$ cat src/rtl/uart_pkg.sv
// Shared types and constants for the buffered 8N1 UART transmitter.
package uart_pkg;

  typedef enum logic [1:0] {
    IDLE  = 2'd0,
    START = 2'd1,
    DATA  = 2'd2,
    STOP  = 2'd3
  } tx_state_t;

  localparam int DATA_BITS            = 8;
  localparam int DEFAULT_CLKS_PER_BIT = 1250;  // 12 MHz / 9600 baud

endpackage

$ cat src/rtl/uart_tx_framer_if.sv
// Byte push handshake between upstream logic and the UART transmitter.
interface uart_tx_framer_if;

  logic [7:0] TX_BYTE;
  logic       TX_VALID;
  logic       TX_READY;

  modport master (output TX_BYTE, output TX_VALID, input  TX_READY);
  modport slave  (input  TX_BYTE, input  TX_VALID, output TX_READY);

endinterface

$ cat src/rtl/uart_tx_fifo.sv
// DEPTH x 8 synchronous FIFO with count-based full/empty flags.
module uart_tx_fifo #(
  parameter int DEPTH = 4
) (
  input  logic       i_clk,
  input  logic       i_rst,
  input  logic       i_push,
  input  logic [7:0] i_data,
  input  logic       i_pop,
  output logic [7:0] o_data,
  output logic       o_full,
  output logic       o_empty
);

  localparam int PW = $clog2(DEPTH);
  localparam int CW = PW + 1;

  logic [7:0]    r_mem [DEPTH];
  logic [PW-1:0] r_wr_ptr;
  logic [PW-1:0] r_rd_ptr;
  logic [CW-1:0] r_count;
  logic          w_push;
  logic          w_pop;

  assign o_full  = (r_count == CW'(DEPTH));
  assign o_empty = (r_count == CW'(0));
  assign w_push  = i_push & ~o_full;
  assign w_pop   = i_pop & ~o_empty;
  assign o_data  = r_mem[r_rd_ptr];

  // storage array, data only, not cleared by reset
  always_ff @(posedge i_clk) begin
    if (w_push) begin
      r_mem[r_wr_ptr] <= i_data;
    end
  end

  // pointers and occupancy; simultaneous push and pop leaves count unchanged
  always_ff @(posedge i_clk) begin
    if (i_rst) begin
      r_wr_ptr <= PW'(0);
      r_rd_ptr <= PW'(0);
      r_count  <= CW'(0);
    end else begin
      if (w_push) begin
        r_wr_ptr <= r_wr_ptr + PW'(1);
      end
      if (w_pop) begin
        r_rd_ptr <= r_rd_ptr + PW'(1);
      end
      case ({w_push, w_pop})
        2'b10:   r_count <= r_count + CW'(1);
        2'b01:   r_count <= r_count - CW'(1);
        default: r_count <= r_count;
      endcase
    end
  end

endmodule

$ cat src/rtl/uart_tx_framer.sv
// Buffered 8N1 UART transmitter: FIFO-fed start/data/stop serialiser that
// chains queued frames with no idle gap.
module uart_tx_framer
  import uart_pkg::*;
#(
  parameter int CLKS_PER_BIT = DEFAULT_CLKS_PER_BIT,
  parameter int DEPTH        = 4,
  parameter int STOP_BITS    = 1
) (
  input  logic              iCE_CLK,
  input  logic              RST,
  uart_tx_framer_if.slave   tx_if,
  output logic              TX,
  output logic              BUSY,
  output logic              TX_DONE
);

  localparam int BW = (CLKS_PER_BIT > 1) ? $clog2(CLKS_PER_BIT) : 1;
  localparam logic [BW-1:0] BAUD_LAST = BW'(CLKS_PER_BIT - 1);
  localparam logic [BW-1:0] BAUD_PRE  = BW'(CLKS_PER_BIT - 2);
  localparam logic [2:0]    IDX_LAST  = 3'(DATA_BITS - 1);
  localparam logic [2:0]    STOP_LAST = 3'(STOP_BITS - 1);

  tx_state_t     r_state;
  tx_state_t     w_state_next;
  logic [BW-1:0] r_baud;
  logic [BW-1:0] w_baud_next;
  logic [2:0]    r_idx;
  logic [2:0]    w_idx_next;
  logic [2:0]    w_idx_inc;
  logic [7:0]    r_shift;
  logic [7:0]    w_shift_next;
  logic          r_tx;
  logic          w_tx_next;
  logic          r_done;
  logic          w_done_next;
  logic          w_bit_end;
  logic          w_pop;
  logic          w_push;
  logic          w_full;
  logic          w_empty;
  logic [7:0]    w_fifo_data;

  assign w_push         = tx_if.TX_VALID & ~w_full;
  assign tx_if.TX_READY = ~w_full;
  assign TX             = r_tx;
  assign TX_DONE        = r_done;
  assign BUSY           = (r_state != IDLE) | ~w_empty;
  assign w_bit_end      = (r_baud == BAUD_LAST);
  assign w_idx_inc      = r_idx + 3'd1;

  uart_tx_fifo #(.DEPTH(DEPTH)) u_fifo (
    .i_clk   (iCE_CLK),
    .i_rst   (RST),
    .i_push  (w_push),
    .i_data  (tx_if.TX_BYTE),
    .i_pop   (w_pop),
    .o_data  (w_fifo_data),
    .o_full  (w_full),
    .o_empty (w_empty)
  );

  // next-state, baud/bit counters, shifter and line level
  always_comb begin
    w_state_next = r_state;
    w_baud_next  = r_baud;
    w_idx_next   = r_idx;
    w_shift_next = r_shift;
    w_tx_next    = r_tx;
    w_done_next  = 1'b0;
    w_pop        = 1'b0;
    case (r_state)
      IDLE: begin
        w_baud_next = BW'(0);
        w_idx_next  = 3'd0;
        if (!w_empty) begin
          w_pop        = 1'b1;
          w_shift_next = w_fifo_data;
          w_tx_next    = 1'b0;
          w_state_next = START;
        end else begin
          w_tx_next    = 1'b1;
          w_state_next = IDLE;
        end
      end
      START: begin
        if (w_bit_end) begin
          w_baud_next  = BW'(0);
          w_idx_next   = 3'd0;
          w_tx_next    = r_shift[0];
          w_state_next = DATA;
        end else begin
          w_baud_next = r_baud + BW'(1);
        end
      end
      DATA: begin
        if (w_bit_end) begin
          w_baud_next = BW'(0);
          if (r_idx == IDX_LAST) begin
            w_idx_next   = 3'd0;
            w_tx_next    = 1'b1;
            w_state_next = STOP;
          end else begin
            w_idx_next = w_idx_inc;
            w_tx_next  = r_shift[w_idx_inc];
          end
        end else begin
          w_baud_next = r_baud + BW'(1);
        end
      end
      STOP: begin
        // in STOP the bit index counts stop bits; TX_DONE is raised one
        // cycle early so the registered pulse covers the final stop cycle
        if (w_bit_end) begin
          w_baud_next = BW'(0);
          if (r_idx == STOP_LAST) begin
            w_idx_next = 3'd0;
            if (!w_empty) begin
              w_pop        = 1'b1;
              w_shift_next = w_fifo_data;
              w_tx_next    = 1'b0;
              w_state_next = START;
            end else begin
              w_tx_next    = 1'b1;
              w_state_next = IDLE;
            end
          end else begin
            w_idx_next = w_idx_inc;
          end
        end else begin
          w_baud_next = r_baud + BW'(1);
          if ((r_baud == BAUD_PRE) && (r_idx == STOP_LAST)) begin
            w_done_next = 1'b1;
          end else begin
            w_done_next = 1'b0;
          end
        end
      end
      default: begin
        w_state_next = IDLE;
        w_tx_next    = 1'b1;
      end
    endcase
  end

  // state and datapath registers
  always_ff @(posedge iCE_CLK) begin
    if (RST) begin
      r_state <= IDLE;
      r_baud  <= BW'(0);
      r_idx   <= 3'd0;
      r_shift <= 8'd0;
      r_tx    <= 1'b1;
      r_done  <= 1'b0;
    end else begin
      r_state <= w_state_next;
      r_baud  <= w_baud_next;
      r_idx   <= w_idx_next;
      r_shift <= w_shift_next;
      r_tx    <= w_tx_next;
      r_done  <= w_done_next;
    end
  end

endmodule

$ cat src/flat_wrapper.sv
// flat-port wrapper written by rule: the top's interface ports become plain ports
module uart_tx_framer_flat import uart_pkg::*;
#(
  parameter int CLKS_PER_BIT = DEFAULT_CLKS_PER_BIT,
  parameter int DEPTH        = 4,
  parameter int STOP_BITS    = 1
)
  (iCE_CLK, RST, TX, BUSY, TX_DONE, tx_if_TX_BYTE, tx_if_TX_VALID, tx_if_TX_READY);
  uart_tx_framer_if tx_if_i ();
  input  logic iCE_CLK;
  input  logic RST;
  output logic TX;
  output logic BUSY;
  output logic TX_DONE;
  input wire logic [$bits(tx_if_i.TX_BYTE)-1:0] tx_if_TX_BYTE;
  input wire logic [$bits(tx_if_i.TX_VALID)-1:0] tx_if_TX_VALID;
  output wire logic [$bits(tx_if_i.TX_READY)-1:0] tx_if_TX_READY;
  assign tx_if_i.TX_BYTE = tx_if_TX_BYTE;
  assign tx_if_i.TX_VALID = tx_if_TX_VALID;
  assign tx_if_TX_READY = tx_if_i.TX_READY;
  uart_tx_framer #(.CLKS_PER_BIT(CLKS_PER_BIT), .DEPTH(DEPTH), .STOP_BITS(STOP_BITS)) u_core (.iCE_CLK(iCE_CLK), .RST(RST), .tx_if(tx_if_i), .TX(TX), .BUSY(BUSY), .TX_DONE(TX_DONE));
endmodule
$ cat config.mk
export PLATFORM = sky130hd
export DESIGN_NAME = uart_tx_framer_flat
export DESIGN_NICKNAME = d
export VERILOG_FILES = /design/src/rtl/uart_pkg.sv /design/src/rtl/uart_tx_framer_if.sv /design/src/rtl/uart_tx_fifo.sv /design/src/rtl/uart_tx_framer.sv /design/src/flat_wrapper.sv
export SDC_FILE = /design/constraint.sdc
export NUM_CORES = 1
export LEC_CHECK = 0
export CELL_PAD_IN_SITES_DETAIL_PLACEMENT = 1
export CELL_PAD_IN_SITES_GLOBAL_PLACEMENT = 1
export CORE_UTILIZATION = 45
export CTS_CLUSTER_SIZE = 16
export DETAILED_ROUTE_END_ITERATION = 16
export PLACE_DENSITY = 0.81
export RECOVER_POWER = 50
export SLEW_MARGIN = 20
export SYNTH_ARGS = -nofsm -noshare
export SYNTH_HDL_FRONTEND = slang
export SYNTH_SLANG_ARGS = --single-unit
$ cat constraint.sdc
create_clock -name iCE_CLK -period 4.5 [get_ports iCE_CLK]
set_clock_uncertainty 0.05 [all_clocks]
set_input_delay 0.9 -clock iCE_CLK [delete_from_list [all_inputs] [get_ports iCE_CLK]]
set_output_delay 0.9 -clock iCE_CLK [all_outputs]
set_load 0.05 [all_outputs]
---- Yosys cells after proc, flatten, opt, wreduce, memory -nomap -nowiden ----
Memory sizes are Yosys's and may differ from the RTL's. A register that Yosys moved wholly into a read port is not among the register bits.
Cells that the tools add are included.
storage, ports and cells
  register bits after elaboration ......... 33
  RAM bits ................................ 32
  input bits .............................. 11
  output and inout port bits .............. 4
  logic and storage cells ................. 89
  memories kept ........................... 1
memory list
  memory               words  width  read ports  clocked after Yosys merged registers in  write ports  line                source
  u_core.u_fifo.r_mem  4      8      1           1                                        1            uart_tx_fifo.sv:18  logic [7:0] r_mem [DEPTH];
cells by class
  add/sub/neg operators ................... 6
  order comparisons ....................... 1
  eq/ne operators ......................... 14
  muxes and demuxes ....................... 38
  bitwise gates (word level) .............. 7
  reductions and logical operators ........ 13
operators by type and width
  operator               number
  $mux 8                 3
  $eq 11x11->1 const B   2
  $pmux 11 s2            1
  $pmux 8 s2             1
  $mux 3                 5
  $mux 1                 14
  $mux 2                 7
  $pmux 3 s4             1
  $add 11x1->11 const B  1
  $mux 11                1
  $ne 2x1->1 const B     5
  $pmux 2 s4             1
  $add 3x1->3 const B    2
  $eq 2x2->1 const B     3
  $eq 3x3->1 const B     2
  $logic_not 3->1        2
  $pmux 3 s2             1
  $reduce_and 3->1       2
  $reduce_bool 2->1      3
  $reduce_or 3->1        2
  $reduce_and 5->1       1
  $add 2x1->2 const B    2
  $eq 2x1->1 const B     2
  $lt 3x4->1 const B     1
  other kinds (10)       14

---- Logic depth before layout (Yosys ltp) ----
  depth after elaboration ................. 8
  mapped depth ............................ 12
  gate-level depth less buffers ........... 11

---- Cells and area by module ----
A second synthesis with hierarchy kept.
second synthesis, totals
  cells, all modules ...................... 248
  area, all modules ....................... 2986.6 um2
by module, submodules not included
  module          instances  cells each  area each (um2)  sequential area each (um2)
  uart_tx_fifo    1          96          1635.3           1141.1
  uart_tx_framer  1          152         1351.3           520.5

---- Least setup slack after synthesis ----
Ideal clock, no wire load.
  path type ............................... register to register
  start point ............................. register u_core.r_idx[0]
  end point ............................... register u_core.u_fifo.r_count[2]
  library setup time ...................... 71 ps
  data arrival time ....................... 2486 ps
  data required time ...................... 4379 ps
  path slack .............................. 1894 ps
  stages on the path, launching flop included .. 13
  buffers on the path ..................... 1
  period minus slack after synthesis ...... 2606 ps
  cell sequence ........................... dfxtp_1 -> clkbuf_1 -> inv_1 -> ha_1 -> nand3b_1 -> nor3_1 -> a22oi_2 -> inv_1 -> ha_1 -> fa_1 -> xnor2_1 -> or3_1 -> a21oi_1
between the ends
  word-level cells in the longest chain between the ends .. 7
  elaborated cells between the ends (all ways) .. 9
  those cells by class .................... eq/ne: 2; mux: 4; bitwise: 1; reduce/logical: 2
ends and longest elaborated chain
  item                                                    line                   source
  start: declaration                                      uart_tx_framer.sv:28   logic [2:0] r_idx;
  start signal: assignment                                uart_tx_framer.sv:158  r_idx <= w_idx_next;
  $logic_not 3->1 (*)                                     uart_tx_framer.sv:116  if (r_idx == STOP_LAST) begin
  $mux 1 (*)                                              uart_tx_framer.sv:116
  $mux 1 (*)                                              uart_tx_framer.sv:114  if (w_bit_end) begin
  $pmux 1 s2 (*)                                          uart_tx_framer.sv:72   case (r_state)
  $and 1x1->1 (*)                                         uart_tx_fifo.sv:28     assign w_pop = i_pop & ~o_empty;
  net u_core.u_fifo.w_pop                                 uart_tx_fifo.sv:23     logic w_pop;
  $eq 2x1->1 / $eq 2x2->1 (equally long branches)         uart_tx_fifo.sv:51     case ({w_push, w_pop})
  $pmux 3 s2 / $reduce_bool 2->1 (equally long branches)  n/a
  end signal: assignment                                  uart_tx_fifo.sv:52     2'b10: r_count <= r_count + CW'(1);
  end signal: assignment                                  uart_tx_fifo.sv:53     2'b01: r_count <= r_count - CW'(1);
  end signal: assignment                                  uart_tx_fifo.sv:54     default: r_count <= r_count;
  end: declaration                                        uart_tx_fifo.sv:21     logic [CW-1:0] r_count;
Mark *: on every way through the listed nets, which the timed path passes. The rest lies on a longest branch.
A chain may end at the register's enable or synchronous reset.

---- Worst setup path in the final report ----
  start point ............................. register u_core.u_fifo.r_count[0]
  end point ............................... output port BUSY
between the ends
  word-level cells in the longest chain between the ends .. 3
ends and longest elaborated chain
  item              line                  source
  $logic_not 3->1   uart_tx_fifo.sv:26    assign o_empty = (r_count == CW'(0));
  $not 1->1         uart_tx_framer.sv:48  assign BUSY = (r_state != IDLE) | ~w_empty;
  $or 1x1->1        uart_tx_framer.sv:48
  end: declaration  flat_wrapper.sv:13    output logic BUSY;
No other way between the ends.

==> metrics.txt <==
worst path arrival time=1.99 ns; clk_lat worst skew=0.34 ns; worst path cell trace=nor3_1, nand2_1, clkdlybuf4s50_1; # fillers=661; layout cell share with drive strength beyond 1=12.12%; Num CTS Buffers=9; Avg Inst Size Synth=12.35 um^2; DRT Pass-1 Iters=4; worst vdd ir=0.3887 mV; asr flop ratio synth=0%; Die W=82.99 um; Placement Rows=29; slowest CP cell=clkdlybuf4s50_1; Crit Path Max Fanout=4; synth unique cells=40; CP Capture Type=output port; final net count=287; number of synthesized flops with an enable pin=32; fin. max-slew vios=0; Port Buffers=14; Most used DFF post-synth=dfxtp_1; vias per std cell=5.346; actual slew at the worst max-slew pin=1.139 ns; final non-filler cell total=341; core box area=0.006350 mm^2; vias in the first global route=1932; first-pass GRT wire length=9556 um; clk buf depth=2; die footprint=0.006887 mm^2; Final Util=53.12%; HPWL after DPL=3836 um; GRT overflow=0; # DRC=0; ANT nets after route=0; RSZ-0062 raised after global routing=false; clock root buffer=clkbuf_8; Worst Setup Start Kind=register; Hold Slack=0.4501 ns; Synth Instances=239; Seq/Total Area, Yosys=56.30%; Placed Cells=325; CTS H-Tree Depth=3; initial antenna violation count=0; vias=1823; Setup TNS=0 ns; Layout area overhead=14.29%; Iter 0 DRT Violations=50; Ys Warns=0; drt wl/cell=16.18 um; Setup violations, final=0; worst hold stages=2; Crit path largest cell delay=0.72 ns; syn nets=267; Yosys reg bits=67; Antenna Cells=0; HP Class=reg -> reg; GRT Util Overall=18.02%; hold buffers post-CTS=0; cts repair resizes=0; pin count of the biggest net entering global routing=25; total setup buffers inserted after CTS=0; CTS tree=done; status=finished clean; Final Cycle Share=65.32%; crit path kind=reg -> out; clock sinks=67; Cell Pwr Density=608.7 mW/mm^2; die span in y=82.99 um; fmax=340.2 MHz; minimum clock period=2.939 ns; R2R depth=10; Top Ports=15; final wirelength=5516 um; Leakage=0.001221 uW; Initial Util=46.48%; Worst EP required=3.55 ns; RePlAce Congestion=0.7225; synthesized area=0.002952 mm^2; final hold vios=0; Clk pin slew, worst setup/hold paths=0.08 ns; relative max-transition margin=24.06%; maxcap violations=0
## critical path, delay by kind of cell (launching register included)
family / cells / cell delay [ns]
AND/OR/NAND/NOR: 2 / 0.56
buffers and inverters: 1 / 0.72
flip-flops: 1 / 0.37
## registers in the layout, summed over array words and instances (netlist names), named ones only
signal	flops
u_core.u_fifo.r_rd_ptr	2
u_core.r_shift	8
u_core.TX	1
u_core.u_fifo.r_mem	32
u_core.u_fifo.r_wr_ptr	2
u_core.u_fifo.r_count	3
u_core.r_idx	3
u_core.r_state	2
u_core.r_baud	11
u_core.TX_DONE	1
## final cells by class
type	instances	area (um^2)	area share [%]
multi-input cells	153	1217	36.09
clock buffers	9	123.9	3.672
repair buffers	15	143.9	4.266
flip-flops and latches	67	1662	49.26
well taps	77	96.34	2.856
clock inverters	7	81.33	2.411
inverters	13	48.80	1.447
## metrics by stage
step	area (um^2)	setup WS (ns)	total power (uW)
detailed placement	3172	1.383	1546
CTS	3377	1.533	2078
global placement	3172	1.488	1508
finish	3373	1.561	2053
floorplan	2952	1.894	1361
global route	3373	1.457	2183
## kinds of logic (layout without fill, tap and decap cells)
kind of cell               Yosys count  in the layout  synth area share, %
and+or+nand+nor                     82             82                14.29
DFF                                 67             67                56.29
muxes                               23             23                11.19
buffers and inverters               19             44                2.458
AOI/OAI and AO/OA                   18             18                4.451
adders and majority gates           17             17                7.461
xor gates and xnor gates            13             13                3.858
## final timing paths
path                            slack, ns                                     end                                    from
worst max-delay path                 1.56                                    BUSY   u_core.u_fifo.r_count[0]$_SDFFE_PP0P_
worst min-delay path                 0.45  u_core.u_fifo.r_rd_ptr[1]$_SDFFE_PP0P_  u_core.u_fifo.r_rd_ptr[1]$_SDFFE_PP0P_
worst max register to register       1.67   u_core.u_fifo.r_count[2]$_SDFFE_PP0P_          u_core.r_state[0]$_SDFFE_PP0P_
worst min register to register       0.45  u_core.u_fifo.r_rd_ptr[1]$_SDFFE_PP0P_  u_core.u_fifo.r_rd_ptr[1]$_SDFFE_PP0P_
## layout by cell type (no fill, tap or decap), types with 2 or more instances in the layout
| cell type | n |
|---|---|
| o21ai_0 | 3 |
| edfxtp_1 | 32 |
| clkbuf_8 | 9 |
| a21oi_1 | 8 |
| nor2b_1 | 2 |
| dlygate4sd3_1 | 10 |
| nor2_1 | 34 |
| xor2_1 | 6 |
| nand2b_1 | 4 |
| inv_1 | 13 |
| ha_1 | 16 |
| xnor2_1 | 7 |
| mux2i_1 | 15 |
| nand4_1 | 2 |
| nor3b_1 | 2 |
| inv_6 | 4 |
| and3_1 | 4 |
| mux4_2 | 8 |
| dfxtp_1 | 35 |
| or3_1 | 3 |
| and2_0 | 2 |
| nand3_1 | 7 |
| nand2_1 | 10 |
| clkdlybuf4s50_1 | 4 |
| nor3_1 | 5 |
## per-layer routing
layer	track usage [%]	wire, um	part of all wire, %	vias up
met1	22.40	2514	46	908
met4	7.053	68	1.2	0
met5	0	0	0	-
li1	-	-	-	890
met3	4.374	112	2.0	6
met2	30.25	2821	51	19
## synth_stat cells, types with 2 or more instances
| cell type | count | share of area, % |
|---|---|---|
| dfxtp_1 | 35 | 24 |
| nor2_1 | 34 | 4.3 |
| edfxtp_1 | 32 | 33 |
| ha_1 | 16 | 6.8 |
| mux2i_1 | 15 | 5.1 |
| inv_1 | 13 | 1.7 |
| nand2_1 | 10 | 1.3 |
| a21oi_1 | 8 | 1.4 |
| mux4_2 | 8 | 6.1 |
| nand3_1 | 7 | 1.2 |
| xnor2_1 | 7 | 2.1 |
| xor2_1 | 6 | 1.8 |
| nor3_1 | 5 | 0.85 |
| and3_1 | 4 | 0.85 |
| clkbuf_1 | 4 | 0.51 |
| nand2b_1 | 4 | 0.85 |
| o21ai_0 | 3 | 0.51 |
| or3_1 | 3 | 0.64 |
| nand4_1 | 2 | 0.42 |
| nor2b_1 | 2 | 0.42 |
| nor3b_1 | 2 | 0.51 |
## report_power, final
group	leakage, uW	internal (uW)	switching [uW]
sequential	0.000579	748	81.2
clock	0.000101	265	255
combinational	0.000541	302	403
total	0.00122	1310	739
No activity file was read; power rests on OpenSTA's default activity.
